==> src/rtl/jtag_cmd_stream_decoder_if.sv <==
// Host-side byte stream, instruction and data-word handshakes of the decoder.
interface jtag_cmd_stream_decoder_if #(
  parameter int unsigned ARG_BYTES  = 2,
  parameter int unsigned FIFO_DEPTH = 4,
  parameter int unsigned INSTR_W    = 7
);
  logic [7:0]                    iBYTE;
  logic                          iBYTE_VALID;
  logic                          oBYTE_READY;
  logic                          iIDLE_TO_TAKE_COMMAND;
  logic [INSTR_W-1:0]            oINSTR;
  logic                          oINSTR_VALID;
  logic                          iINSTR_ACK;
  logic [8*ARG_BYTES-1:0]        oDATA;
  logic                          oDATA_VALID;
  logic                          iDATA_ACK;
  logic [$clog2(FIFO_DEPTH):0]   oFIFO_LEVEL;
  logic                          oOVERFLOW;
  logic                          iCLR_OVERFLOW;

  // Host / testbench side.
  modport master (
    output iBYTE, iBYTE_VALID, iIDLE_TO_TAKE_COMMAND, iINSTR_ACK, iDATA_ACK, iCLR_OVERFLOW,
    input  oBYTE_READY, oINSTR, oINSTR_VALID, oDATA, oDATA_VALID, oFIFO_LEVEL, oOVERFLOW
  );

  // Decoder side.
  modport slave (
    input  iBYTE, iBYTE_VALID, iIDLE_TO_TAKE_COMMAND, iINSTR_ACK, iDATA_ACK, iCLR_OVERFLOW,
    output oBYTE_READY, oINSTR, oINSTR_VALID, oDATA, oDATA_VALID, oFIFO_LEVEL, oOVERFLOW
  );
endinterface

==> src/rtl/jtag_cmd_stream_decoder.sv <==
// Decodes an escaped host byte stream into instructions (single holding
// register with sticky overflow) and little-endian data words (show-ahead FIFO).
module jtag_cmd_stream_decoder #(
  parameter int unsigned        ARG_BYTES   = 2,
  parameter int unsigned        FIFO_DEPTH  = 4,
  parameter int unsigned        INSTR_W     = 7,
  parameter logic [7:0]         ESC_CHAR    = 8'hFE,
  parameter logic [7:0]         ESC_IDLE    = 8'h00,
  parameter logic [7:0]         ESC_ACK     = 8'h01,
  parameter logic [7:0]         ESC_LIT     = 8'hFD,
  parameter logic [INSTR_W-1:0] INSTR_IDLE  = '0,
  parameter logic [INSTR_W-1:0] INSTR_ACK   = 7'h7E,
  parameter logic [INSTR_W-1:0] INSTR_ERROR = 7'h7F
) (
  input  logic                      iCLK,
  input  logic                      iRST_N,
  jtag_cmd_stream_decoder_if.slave  bus
);

  localparam int unsigned WORD_W = 8 * ARG_BYTES;
  localparam int unsigned CNT_W  = (ARG_BYTES > 1) ? $clog2(ARG_BYTES) : 1;
  localparam int unsigned PTR_W  = $clog2(FIFO_DEPTH);
  localparam logic [CNT_W-1:0] LAST_LANE = CNT_W'(ARG_BYTES - 1);
  localparam logic [PTR_W:0]   DEPTH_L   = (PTR_W + 1)'(FIFO_DEPTH);

  typedef enum logic {ST_NORMAL, ST_ESCAPED} state_t;

  state_t              state_q, state_d;
  logic [CNT_W-1:0]    cnt_q, cnt_d;
  logic [WORD_W-1:0]   word_q, word_d;
  logic [INSTR_W-1:0]  instr_q, instr_d;
  logic                instr_valid_q, instr_valid_d;
  logic                ovf_q, ovf_d;
  logic [WORD_W-1:0]   mem_q [FIFO_DEPTH];
  logic [WORD_W-1:0]   mem_d [FIFO_DEPTH];
  logic [PTR_W-1:0]    wr_ptr_q, wr_ptr_d;
  logic [PTR_W-1:0]    rd_ptr_q, rd_ptr_d;
  logic [PTR_W:0]      level_q, level_d;

  logic                byte_ready;
  logic                accept;
  logic                post;
  logic [INSTR_W-1:0]  post_code;
  logic                data_byte;
  logic [7:0]          data_val;
  logic                clr_word;
  logic                push;
  logic [WORD_W-1:0]   push_word;
  logic                pop;
  logic                ovf_set;

  assign byte_ready = (level_q < DEPTH_L) && iRST_N;
  assign accept     = bus.iBYTE_VALID && byte_ready;
  assign pop        = bus.iDATA_ACK && (level_q != '0);

  // Escape FSM: classify each accepted byte as instruction post, data byte or escape prefix.
  always_comb begin
    state_d   = state_q;
    post      = 1'b0;
    post_code = '0;
    data_byte = 1'b0;
    data_val  = '0;
    clr_word  = 1'b0;
    if (accept) begin
      unique case (state_q)
        ST_NORMAL: begin
          if (bus.iBYTE == ESC_CHAR) begin
            state_d = ST_ESCAPED;
          end else if (bus.iIDLE_TO_TAKE_COMMAND) begin
            post      = 1'b1;
            post_code = INSTR_W'(bus.iBYTE);
            clr_word  = 1'b1;
          end else begin
            data_byte = 1'b1;
            data_val  = bus.iBYTE;
          end
        end
        ST_ESCAPED: begin
          state_d = ST_NORMAL;
          if (bus.iBYTE == ESC_IDLE) begin
            post      = 1'b1;
            post_code = INSTR_IDLE;
            clr_word  = 1'b1;
          end else if (bus.iBYTE == ESC_ACK) begin
            post      = 1'b1;
            post_code = INSTR_ACK;
          end else if (bus.iBYTE == ESC_LIT) begin
            data_byte = 1'b1;
            data_val  = ESC_CHAR;
          end else begin
            post      = 1'b1;
            post_code = INSTR_ERROR;
            clr_word  = 1'b1;
          end
        end
        default: state_d = ST_NORMAL;
      endcase
    end
  end

  // Word assembly: drop data byte into its lane, push the word on the last lane.
  always_comb begin
    word_d    = word_q;
    cnt_d     = cnt_q;
    push      = 1'b0;
    push_word = '0;
    if (clr_word) begin
      word_d = '0;
      cnt_d  = '0;
    end else if (data_byte) begin
      for (int unsigned i = 0; i < ARG_BYTES; i++) begin
        if (cnt_q == CNT_W'(i)) word_d[i*8 +: 8] = data_val;
      end
      if (cnt_q == LAST_LANE) begin
        push      = 1'b1;
        push_word = word_d;
        cnt_d     = '0;
      end else begin
        cnt_d = cnt_q + 1'b1;
      end
    end
  end

  // Instruction holding register; a new post beats a same-cycle ack.
  always_comb begin
    instr_d       = instr_q;
    instr_valid_d = instr_valid_q;
    ovf_set       = 1'b0;
    if (post) begin
      instr_d       = post_code;
      instr_valid_d = 1'b1;
      ovf_set       = instr_valid_q && !bus.iINSTR_ACK;
    end else if (bus.iINSTR_ACK && instr_valid_q) begin
      instr_valid_d = 1'b0;
    end
    ovf_d = ovf_q;
    if (ovf_set)                 ovf_d = 1'b1;
    else if (bus.iCLR_OVERFLOW)  ovf_d = 1'b0;
  end

  // Data FIFO pointers, storage and occupancy.
  always_comb begin
    mem_d    = mem_q;
    wr_ptr_d = wr_ptr_q;
    rd_ptr_d = rd_ptr_q;
    level_d  = level_q;
    if (push) begin
      mem_d[wr_ptr_q] = push_word;
      wr_ptr_d        = wr_ptr_q + 1'b1;
    end
    if (pop) rd_ptr_d = rd_ptr_q + 1'b1;
    if (push && !pop)      level_d = level_q + 1'b1;
    else if (pop && !push) level_d = level_q - 1'b1;
  end

  // State register with synchronous active-low reset.
  always_ff @(posedge iCLK) begin
    if (!iRST_N) begin
      state_q       <= ST_NORMAL;
      cnt_q         <= '0;
      word_q        <= '0;
      instr_q       <= '0;
      instr_valid_q <= 1'b0;
      ovf_q         <= 1'b0;
      wr_ptr_q      <= '0;
      rd_ptr_q      <= '0;
      level_q       <= '0;
      for (int unsigned i = 0; i < FIFO_DEPTH; i++) mem_q[i] <= '0;
    end else begin
      state_q       <= state_d;
      cnt_q         <= cnt_d;
      word_q        <= word_d;
      instr_q       <= instr_d;
      instr_valid_q <= instr_valid_d;
      ovf_q         <= ovf_d;
      wr_ptr_q      <= wr_ptr_d;
      rd_ptr_q      <= rd_ptr_d;
      level_q       <= level_d;
      for (int unsigned i = 0; i < FIFO_DEPTH; i++) mem_q[i] <= mem_d[i];
    end
  end

  assign bus.oBYTE_READY  = byte_ready;
  assign bus.oINSTR       = instr_q;
  assign bus.oINSTR_VALID = instr_valid_q;
  assign bus.oDATA_VALID  = (level_q != '0);
  assign bus.oDATA        = (level_q != '0) ? mem_q[rd_ptr_q] : '0;
  assign bus.oFIFO_LEVEL  = level_q;
  assign bus.oOVERFLOW    = ovf_q;

endmodule

==> src/flat_wrapper.sv <==
// flat-port wrapper written by rule: the top's interface ports become plain ports
module jtag_cmd_stream_decoder_flat 
#(
  parameter int unsigned        ARG_BYTES   = 2,
  parameter int unsigned        FIFO_DEPTH  = 4,
  parameter int unsigned        INSTR_W     = 7,
  parameter logic [7:0]         ESC_CHAR    = 8'hFE,
  parameter logic [7:0]         ESC_IDLE    = 8'h00,
  parameter logic [7:0]         ESC_ACK     = 8'h01,
  parameter logic [7:0]         ESC_LIT     = 8'hFD,
  parameter logic [INSTR_W-1:0] INSTR_IDLE  = '0,
  parameter logic [INSTR_W-1:0] INSTR_ACK   = 7'h7E,
  parameter logic [INSTR_W-1:0] INSTR_ERROR = 7'h7F
)
  (iCLK, iRST_N, bus_iBYTE, bus_iBYTE_VALID, bus_iIDLE_TO_TAKE_COMMAND, bus_iINSTR_ACK, bus_iDATA_ACK, bus_iCLR_OVERFLOW, bus_oBYTE_READY, bus_oINSTR, bus_oINSTR_VALID, bus_oDATA, bus_oDATA_VALID, bus_oFIFO_LEVEL, bus_oOVERFLOW);
  jtag_cmd_stream_decoder_if #(.ARG_BYTES(ARG_BYTES), .FIFO_DEPTH(FIFO_DEPTH), .INSTR_W(INSTR_W)) bus_i ();
  input  logic iCLK;
  input  logic iRST_N;
  input wire logic [$bits(bus_i.iBYTE)-1:0] bus_iBYTE;
  input wire logic [$bits(bus_i.iBYTE_VALID)-1:0] bus_iBYTE_VALID;
  input wire logic [$bits(bus_i.iIDLE_TO_TAKE_COMMAND)-1:0] bus_iIDLE_TO_TAKE_COMMAND;
  input wire logic [$bits(bus_i.iINSTR_ACK)-1:0] bus_iINSTR_ACK;
  input wire logic [$bits(bus_i.iDATA_ACK)-1:0] bus_iDATA_ACK;
  input wire logic [$bits(bus_i.iCLR_OVERFLOW)-1:0] bus_iCLR_OVERFLOW;
  output wire logic [$bits(bus_i.oBYTE_READY)-1:0] bus_oBYTE_READY;
  output wire logic [$bits(bus_i.oINSTR)-1:0] bus_oINSTR;
  output wire logic [$bits(bus_i.oINSTR_VALID)-1:0] bus_oINSTR_VALID;
  output wire logic [$bits(bus_i.oDATA)-1:0] bus_oDATA;
  output wire logic [$bits(bus_i.oDATA_VALID)-1:0] bus_oDATA_VALID;
  output wire logic [$bits(bus_i.oFIFO_LEVEL)-1:0] bus_oFIFO_LEVEL;
  output wire logic [$bits(bus_i.oOVERFLOW)-1:0] bus_oOVERFLOW;
  assign bus_i.iBYTE = bus_iBYTE;
  assign bus_i.iBYTE_VALID = bus_iBYTE_VALID;
  assign bus_i.iIDLE_TO_TAKE_COMMAND = bus_iIDLE_TO_TAKE_COMMAND;
  assign bus_i.iINSTR_ACK = bus_iINSTR_ACK;
  assign bus_i.iDATA_ACK = bus_iDATA_ACK;
  assign bus_i.iCLR_OVERFLOW = bus_iCLR_OVERFLOW;
  assign bus_oBYTE_READY = bus_i.oBYTE_READY;
  assign bus_oINSTR = bus_i.oINSTR;
  assign bus_oINSTR_VALID = bus_i.oINSTR_VALID;
  assign bus_oDATA = bus_i.oDATA;
  assign bus_oDATA_VALID = bus_i.oDATA_VALID;
  assign bus_oFIFO_LEVEL = bus_i.oFIFO_LEVEL;
  assign bus_oOVERFLOW = bus_i.oOVERFLOW;
  jtag_cmd_stream_decoder #(.ARG_BYTES(ARG_BYTES), .FIFO_DEPTH(FIFO_DEPTH), .INSTR_W(INSTR_W), .ESC_CHAR(ESC_CHAR), .ESC_IDLE(ESC_IDLE), .ESC_ACK(ESC_ACK), .ESC_LIT(ESC_LIT), .INSTR_IDLE(INSTR_IDLE), .INSTR_ACK(INSTR_ACK), .INSTR_ERROR(INSTR_ERROR)) u_core (.iCLK(iCLK), .iRST_N(iRST_N), .bus(bus_i));
endmodule
==> config.mk <==
export PLATFORM = sky130hd
export DESIGN_NAME = jtag_cmd_stream_decoder_flat
export DESIGN_NICKNAME = d
export VERILOG_FILES = /design/src/rtl/jtag_cmd_stream_decoder_if.sv /design/src/rtl/jtag_cmd_stream_decoder.sv /design/src/flat_wrapper.sv
export SDC_FILE = /design/constraint.sdc
export NUM_CORES = 1
export LEC_CHECK = 0
export ABC_AREA = 1
export CAP_MARGIN = 10
export CELL_PAD_IN_SITES_DETAIL_PLACEMENT = 0
export CELL_PAD_IN_SITES_GLOBAL_PLACEMENT = 1
export CORE_MARGIN = 8
export CORE_UTILIZATION = 44
export DETAILED_ROUTE_END_ITERATION = 16
export PLACE_DENSITY_LB_ADDON = 0.1
export SKIP_LAST_GASP = 1
export SLEW_MARGIN = 15
export SYNTH_ARGS = -nofsm -noshare
export SYNTH_HDL_FRONTEND = slang
export SYNTH_SLANG_ARGS = --single-unit
export TNS_END_PERCENT = 20
==> constraint.sdc <==
create_clock -name iCLK -period 7.94 [get_ports iCLK]
set_clock_uncertainty 0.15 [all_clocks]
set_input_delay 1.588 -clock iCLK [delete_from_list [all_inputs] [get_ports iCLK]]
set_output_delay 1.588 -clock iCLK [all_outputs]
set_load 0.005 [all_outputs]
* Word-level counts from Yosys, hierarchy flattened
Index checks and enable logic that the tools add are counted.
** Word-level totals
- Input bits :: 15
- RAM bits :: 0
- Register bits after elaboration :: 98
- Output and inout bits :: 30
- Memories :: 0
- Memory bits (read-only) :: 0
- Word-level logic and storage cells :: 103
- Latch bits :: 0
** Operators by class
- $lt $le $gt $ge :: 4
- Bitwise operators :: 4
- Multiply operators :: 0
- Reduce and logical (&&, ||, !) cells :: 17
- Equal/unequal tests :: 3
- Shift-type cells :: 0
- Multiplexer cells :: 57
- $add $sub $neg :: 5
- Div/mod/pow operators :: 0
** Operators with widths (number)
- 16-bit 2-to-1 mux :: 7
- 64-bit bitwise mux :: 1
- 8-bit 2-to-1 mux :: 8
- 7-bit 2-to-1 mux :: 6
- 16-bit binary-select mux with 2-bit select :: 1
- 16-bit demux with 2-bit select :: 1
- 1-bit 2-to-1 mux :: 25
- 8-bit equality test, second input constant :: 2
- 8-bit one-hot mux with 2 select lines :: 1
- 7-bit one-hot mux with 2 select lines :: 1
- 8-bit by 1-bit equality test with 1-bit output, second input constant :: 1
- 1-bit logical AND :: 8
- 8-bit zero test :: 1
- 1-bit one-hot mux with 2 select lines :: 4
- 3-bit >= comparator, second input constant :: 2
- 3-bit 2-to-1 mux :: 2
- 2-bit inverter with 3-bit output :: 2
- 2-bit nonzero test :: 3
- 2-bit by 1-bit adder with 2-bit output, second input constant :: 2
- 3-bit by 1-bit adder with 3-bit output, second input constant :: 1
- 1-bit zero test :: 3
- 3-bit by 1-bit < comparator with 1-bit output, second input constant :: 1
- 3-bit < comparator, second input constant :: 1
- 3-bit nonzero test :: 1
- 4 further kinds :: 5

* Logic depth before layout (Yosys ltp)
Gate-level depths: netlist of the first run.
- Word-level depth :: 12
- Mapped depth :: 16
- Gate-level depth less buffers :: 15

* Worst setup path before layout of the first run
No wires, ideal clock.
- Path type :: input -> output
- From :: input iRST_N
- To :: output bus_oBYTE_READY
- Data arrival time :: 2.091 ns
- Path slack :: 4.111 ns
- Buffers on the path :: 1
- Stages :: 3
- Cells stage by stage :: inv_1 > clkbuf_1 > nor2_1
** Between the ends
- Longest elaborated chain between the ends :: 1
** Ends and longest elaborated chain
- start, declared :: line flat_wrapper.sv:18 : input logic iRST_N;
- 1-bit logical AND :: line jtag_cmd_stream_decoder.sv:52 : assign byte_ready = (level_q < DEPTH_L) && iRST_N;
- end, declared :: line flat_wrapper.sv:25 : output wire logic [$bits(bus_i.oBYTE_READY)-1:0] bus_oBYTE_READY;
Every way passes these cells.

* Worst setup path after layout of the first run
Ends and elaborated chain as after synthesis.

==> results of run 1 <==
[layer usage]
metal,vias to the layer above,part of all wire,track usage
met5,-,0,0
met4,0,0.029,0.0906
met3,21,0.054,0.0401
met2,110,0.46,0.300
met1,2038,0.46,0.233
li1,2335,-,-
[cell usage after synthesis, drive strengths merged]
master / instances / area [um2]
nor2: 127 / 487
o21ai: 42 / 210
a211oi: 1 / 7.51
clkbuf: 15 / 56.3
clkinv: 2 / 7.51
nand2: 167 / 677
ha: 5 / 62.6
nand3: 42 / 253
fa: 1 / 20.0
a21oi: 71 / 359
nor3: 1 / 10.0
dfxtp: 90 / 1800
xor2: 1 / 8.76
buf: 34 / 223
nand4: 32 / 200
inv: 114 / 428
[power by group]
| part | total [uW] | internal, uW | switching (uW) |
|---|---|---|---|
| Sequential | 495 | 469 | 26.4 |
| Combinational | 352 | 141 | 212 |
| Clock | 310 | 152 | 158 |
[final cells by class]
cell class              instances  area share
flip-flops and latches         90       0.336
repair buffers                 48      0.0868
well taps                     140      0.0327
inverters                     116      0.0812
clock inverters                 3     0.00746
clock buffers                  12      0.0271
multi-input cells             490       0.429
[worst register-to-register path: stages, from the launching register on]
cell and delay (ps):
dfxtp_1 550, inv_1 280, nor2_1 220, nand3_2 120, nand2_4 450, nand2_4 90
inv_1 110, ha_1 150, inv_1 60, fa_1 370, a21oi_1 140, o21ai_0 100
xor2_1 140, nor2_1 50
[sequential cells by signal, indices dropped and copies added, names as in the netlist, named ones only]
register and flops:
u_core.mem_q 64, u_core.bus.oINSTR 7, u_core.bus.oFIFO_LEVEL 3, u_core.rd_ptr_q 2, u_core.wr_ptr_q 2, u_core.bus.oINSTR_VALID 1, u_core.bus.oOVERFLOW 1, u_core.cnt_q 1
u_core.state_q 1
[through the flow]
step,power [uW],std cells,setup slack [ps]
detailed placement,861,884,2710
floorplan,699,745,4110
global route,1230,899,2520
finish,1160,899,2730
CTS,1170,899,2700
global placement,857,884,2700
[kinds of logic after synthesis]
| family | count (synthesis) | share of synthesized area |
|---|---|---|
| buffers and inverters | 165 | 0.149 |
| AND/OR/NAND/NOR | 369 | 0.338 |
| XOR/XNOR | 1 | 0.00182 |
| flip-flops | 90 | 0.375 |
| adder cells (fa/ha/maj) | 6 | 0.0172 |
| AO/OA/AOI/OAI | 114 | 0.120 |
[worst paths after layout]
check,end,slack (ps),cells past startpoint
worst max-delay path,bus_oBYTE_READY,2730,5
worst min-delay path,u_core.bus.oINSTR[2],320,2
worst min register to register,u_core.bus.oINSTR[2],320,2
worst max register to register,u_core.bus.oFIFO_LEVEL[2],4830,13
==> flow_summary.ini, run 1 <==
[status]
status = finished, final reports clean

[detailed_routing]
viasPerCell = 5.01
ant_nets = 0
drtIter0Drc = 311
drc_errors = 0
routedWlPerCell_um = 14.4
vias = 4504
postRouteWirelength_mm = 12.9
dr.pass1.iters = 5

[sta]
drv_slew = 0
period_minus_slack_ps = 5210
tightest_slew_ps = 930
fmaxAchievable_mhz = 192
hold_viol = 0
period_share = 0.656
slew_headroom = 0.378
hold_slack_ps = 315
setup_viol = 0
tns_ps = 0
rsz0062_at_grt = false

[power]
power_density_nw_per_um2 = 216
peakVddDrop_mv = 0.207
leakagePower_uw = 0.00242

[layout]
drive_gt1_frac = 0.0619
n_antenna_cell = 0
area_delta_synth_final_pct = 11.5
layout_common_cells = nand2_1, nor2_1, inv_1, dfxtp_1, a21oi_1
regArea_um2 = 1800
nNetsFinal = 776
layout.cells.most_common = nand2_1
fillCellCount = 1169
utilization = 0.499
multi_input_area_um2 = 2300
finalInstanceArea_um2 = 5360

[yosys]
synthCells = 745
ys_ff_latch = 90
netlist_area_um2 = 4810
yosys.cell_types.count = 28
ys_warn_count = 0
syn_nets = 766
synth_area_per_cell_um2 = 6.46
ys_seq_area_frac = 0.375

[floorplanning]
die_w_um = 121
core_area_um2 = 10700
num_rows = 38
die-area_um2 = 14500
num_io_pins = 45
die_y_um = 121
initial_utilization = 0.448

[clocking]
clock-sinks = 90
cts_resized = 0
path_clk_slew_ps = 80
cts_max_level = 3
clk_latency_ps = 370
cts_hold_buf = 0
numCtsBuffers = 9
cts_root_buf = clkbuf_8
tritoncts = built
clockBufferDepth = 2
post_cts.repair.setup_buffers = 0

[setup_path]
worst_setup_path_start_kind = input pin
path_class = input pin to output pin
crit_start = iRST_N
cp-end-kind = output pin
cp_top_family = buffers and inverters
reg2reg_from = u_core.state_q
worstPathCellList = buf_2 > buf_4 > inv_1 > nor2_1 > clkdlybuf4s50_1
arrival_ps = 3470
cpMaxStageDelayCell = buf_4
slowest_delay_ps = 600
crit_fanout = 75
cp.required_ps = 6200
path_buf_inv = 4

[min_path]
hp-class = flop to flop
hp-start = u_core.bus.oINSTR[2]

[global_route]
antenna_found_initial = 0
first_global_vias = 4275
globalRoute.totalOverflow = 0
grt_usage = 0.187
grt_max_degree = 76
grt_pass1_wl_mm = 21.6

[placement]
gp_congestion = 0.863
hpwl_mm = 8.37
dpl_cell_area_um2 = 5180
portBuffers = 44

[run]
cap_violations = 0
Power figures use the tool's default switching activity.
==> run 2: changes to the inputs <==
--- a/config.mk
+++ b/config.mk
@@ -10,7 +10,7 @@
 export CELL_PAD_IN_SITES_DETAIL_PLACEMENT = 0
 export CELL_PAD_IN_SITES_GLOBAL_PLACEMENT = 1
 export CORE_MARGIN = 8
-export CORE_UTILIZATION = 44
+export CORE_UTILIZATION = 37
 export DETAILED_ROUTE_END_ITERATION = 16
 export PLACE_DENSITY_LB_ADDON = 0.1
 export SKIP_LAST_GASP = 1
==> constraint.sdc (replaced) <==
create_clock -name iCLK -period 4.5 [get_ports iCLK]
set_clock_uncertainty 0.15 [all_clocks]
set_input_delay 0.9 -clock iCLK [delete_from_list [all_inputs] [get_ports iCLK]]
set_output_delay 0.9 -clock iCLK [all_outputs]
set_load 0.005 [all_outputs]
==> flow_summary.ini, run 2 (synthesis gave the netlist of run 1 again) <==
[sta]
hold_slack_ps = 311
slew_headroom = 0.377
hold_viol = 0
tightest_slew_ps = 932
period_share = 0.739
rsz0062_at_grt = false
period_minus_slack_ps = 3330
drv_slew = 0
fmaxAchievable_mhz = 301
setup_viol = 0
tns_ps = 0

[global_route]
grt_usage = 0.173
grt_max_degree = 74
grtUsageMet1 = 0.219
busiest_layer = met2
globalRoute.totalOverflow = 0
grt_pass1_wl_mm = 22.5
met2_usage = 0.284
met3_usage = 0.0318
antenna_found_initial = 0
first_global_vias = 4267

[detailed_routing]
dr.pass1.iters = 5
routedWlPerCell_um = 14.9
viasPerCell = 4.77
drc_errors = 0
drtIter0Drc = 282
vias = 4455
postRouteWirelength_mm = 13.9
ant_nets = 0

[layout]
layout_common_cells = nand2_1, nor2_1, inv_1, dfxtp_1, a21oi_1
area_delta_synth_final_pct = 15.3
nNetsFinal = 779
drive_gt1_frac = 0.0657
largest_reg_flops = 64
n_antenna_cell = 0
regMostFlops = u_core.mem_q
fillCellCount = 1362
layout.cells.most_common = nand2_1

[clocking]
cts_resized = 0
cts_hold_buf = 0
clock-sinks = 90
clk_latency_ps = 340
post_cts.repair.setup_buffers = 0
cts_root_buf = clkbuf_16
clockBufferDepth = 2
numCtsBuffers = 9
tritoncts = built
path_clk_slew_ps = 60
cts_max_level = 3

[setup_path]
crit_fanout = 17
worst_setup_path_start_kind = flop
arrival_ps = 2280
cp.required_ps = 3450
cp-end-kind = output pin
path_class = flop to output pin

[placement]
gp_congestion = 0.838
hpwl_mm = 8.98
portBuffers = 44

[power]
peakVddDrop_mv = 0.395
leakagePower_uw = 0.00249
power_uw = 2310
power_density_nw_per_um2 = 417

[floorplanning]
die_w_um = 130
core_area_um2 = 12700
die_y_um = 130
initial_utilization = 0.380
die-area_um2 = 16900
num_io_pins = 45
num_rows = 41

[min_path]
hp-class = flop to flop

[status]
status = finished, final reports clean

[run]
cap_violations = 0
## run 2: cell types whose count changed in the layout (fill, tap and decap cells not counted)
cell,previous run,this run
bufinv_16,1,2
clkbuf_1,2,1
buf_4,4,7
clkbuf_16,0,9
clkinv_2,2,1
clkbuf_8,10,1
## run 2: worst max-delay path, cell delays in order (launching register included)
cell and delay, ps:
dfxtp_1 310, inv_1 370, buf_4 310, o21ai_0 110
a21oi_1 270, clkdlybuf4s50_1 560
## run 2: cell type report
type	instances	area, um2	area share
timing repair buffer	51	488	0.0879
inverter	116	435	0.0785
sequential	90	1800	0.325
multi-input combinational	490	2300	0.415
tap	172	215	0.0388
clock inverter	3	65.1	0.0117
clock buffer	11	243	0.0437
## run 2: final timing paths
| check | slack (ps) | startpoint | cells after the start | endpoint |
|---|---|---|---|---|
| max | 1170 | u_core.rd_ptr_q[0] | 5 | bus_oDATA[7] |
| min | 310 | u_core.mem_q[39] | 2 | u_core.mem_q[39] |
| max reg2reg | 1640 | u_core.state_q | 13 | u_core.bus.oFIFO_LEVEL[2] |
| min reg2reg | 310 | u_core.mem_q[39] | 2 | u_core.mem_q[39] |
## run 2: stage by stage
stage,std cells,setup slack [ps],util,area [um2]
detailed placement,919,918,0.414,5240
CTS,933,1120,0.438,5550
global placement,919,944,0.414,5240
finish,933,1170,0.438,5550
global route,933,971,0.438,5550
floorplan,745,1570,-,4810
## run 2: layer usage
metal	up-vias	share of wire
li1	2340	-
met1	2003	0.46
met2	97	0.47
met3	15	0.052
met4	0	0.017
met5	-	0
## run 2: power breakdown
part / leakage, uW / total, uW / switching (uW) / internal [uW]
registers: 0.000727 / 868 / 39.6 / 828
logic: 0.00161 / 635 / 384 / 252
clock network: 0.000151 / 811 / 315 / 495
==> run 3: changes to the inputs <==
--- a/config.mk
+++ b/config.mk
@@ -10,7 +10,7 @@
 export CELL_PAD_IN_SITES_DETAIL_PLACEMENT = 0
 export CELL_PAD_IN_SITES_GLOBAL_PLACEMENT = 1
 export CORE_MARGIN = 8
-export CORE_UTILIZATION = 37
+export CORE_UTILIZATION = 41
 export DETAILED_ROUTE_END_ITERATION = 16
 export PLACE_DENSITY_LB_ADDON = 0.1
 export SKIP_LAST_GASP = 1
==> constraint.sdc (replaced) <==
create_clock -name iCLK -period 3.3 [get_ports iCLK]
set_clock_uncertainty 0.15 [all_clocks]
set_input_delay 0.66 -clock iCLK [delete_from_list [all_inputs] [get_ports iCLK]]
set_output_delay 0.66 -clock iCLK [all_outputs]
set_load 0.005 [all_outputs]
==> flow_summary.ini, run 3 (synthesis gave the netlist of run 1 again) <==
[sta]
period_share = 0.923
period_minus_slack_ps = 3040
drv_slew = 0
tns_ps = 0
hold_viol = 0
rsz0062_at_grt = false
setup_viol = 0
fmaxAchievable_mhz = 328
tightest_slew_ps = 821
slew_headroom = 0.453

[global_route]
globalRoute.totalOverflow = 0
antenna_found_initial = 0
grt_usage = 0.168
grt_max_degree = 74
first_global_vias = 4117
grt_pass1_wl_mm = 21.2

[layout]
area_delta_synth_final_pct = 17.1
final_cells = 920
largest_reg_flops = 64
fillCellCount = 1203
finalInstanceArea_um2 = 5640
layout_common_cells = nand2_1, nor2_1, inv_1, dfxtp_1, a21oi_1
n_antenna_cell = 0
layout.cells.most_common = nand2_1
nNetsFinal = 793
multi_input_area_um2 = 2290
regMostFlops = u_core.mem_q
regArea_um2 = 1800
drive_gt1_frac = 0.0862

[detailed_routing]
drtIter0Drc = 343
dr.pass1.iters = 5
ant_nets = 0
routedWlPerCell_um = 14.4
postRouteWirelength_mm = 13.2
vias = 4535
drc_errors = 0
viasPerCell = 4.93

[setup_path]
path_class = flop to output pin
crit_fanout = 11
arrival_ps = 2230
worst_setup_path_start_kind = flop
cp-end-kind = output pin
cp.required_ps = 2490

[floorplanning]
num_rows = 39
die-area_um2 = 15500
die_w_um = 124
core_area_um2 = 11400
initial_utilization = 0.421
die_y_um = 124
num_io_pins = 45

[clocking]
clk_latency_ps = 340
clock-sinks = 90
tritoncts = built
cts_root_buf = clkbuf_16
cts_resized = 0
cts_hold_buf = 0
numCtsBuffers = 9
path_clk_slew_ps = 60
post_cts.repair.setup_buffers = 0
cts_max_level = 3
clockBufferDepth = 2

[placement]
hpwl_mm = 8.78
portBuffers = 44
dpl.cell_count = 904
gp_congestion = 0.869
dpl_cell_area_um2 = 5320

[status]
status = finished, final reports clean

[power]
power_uw = 3190
leakagePower_uw = 0.00257
power_density_nw_per_um2 = 565
peakVddDrop_mv = 0.454

[run]
cap_violations = 0

[min_path]
hp-class = flop to flop
## run 3: metrics by stage
| stage | utilization | worst slack (ps) | hold WS, ps |
|---|---|---|---|
| after global placement | 0.466 | 182 | 299 |
| final | 0.494 | 255 | 310 |
| after global routing | 0.494 | 107 | 329 |
| after detailed placement | 0.466 | 165 | 302 |
| after CTS | 0.494 | 192 | 312 |
| after floorplan | - | 612 | 286 |
## run 3: layout make-up
type,instances,area share
clock buffer,10,0.0424
clock inverter,6,0.0142
inverter,116,0.0773
multi-input combinational,490,0.407
sequential,90,0.320
tap,143,0.0317
timing repair buffer,65,0.107
## run 3: worst max-delay path: stages, from the launching register on
cell	delay [ps]
dfxtp_1	330
clkinv_1	270
buf_4	300
a21oi_1	110
o21ai_0	100
a21oi_1	220
clkdlybuf4s50_1	550
## run 3: worst paths after layout
kind                           start                   endpoint  slack, ps  cells past startpoint
setup / recovery  u_core.rd_ptr_q[1]              bus_oDATA[15]        260                      6
hold / removal       u_core.mem_q[7]            u_core.mem_q[7]        310                      2
setup reg to reg      u_core.state_q  u_core.bus.oFIFO_LEVEL[2]        580                     13
hold reg to reg      u_core.mem_q[7]            u_core.mem_q[7]        310                      2
## run 3: metal layers
metal	part of all wire	up-vias	GRT usage
li1	-	2370	-
met1	0.48	2039	0.223
met2	0.45	106	0.260
met3	0.043	20	0.0264
met4	0.028	0	0.0822
met5	0	-	0
## run 3: where the power goes
| group | internal [uW] | switching (uW) |
|---|---|---|
| sequential | 1130 | 60.7 |
| combinational | 369 | 516 |
| clock | 679 | 432 |
| total | 2180 | 1010 |
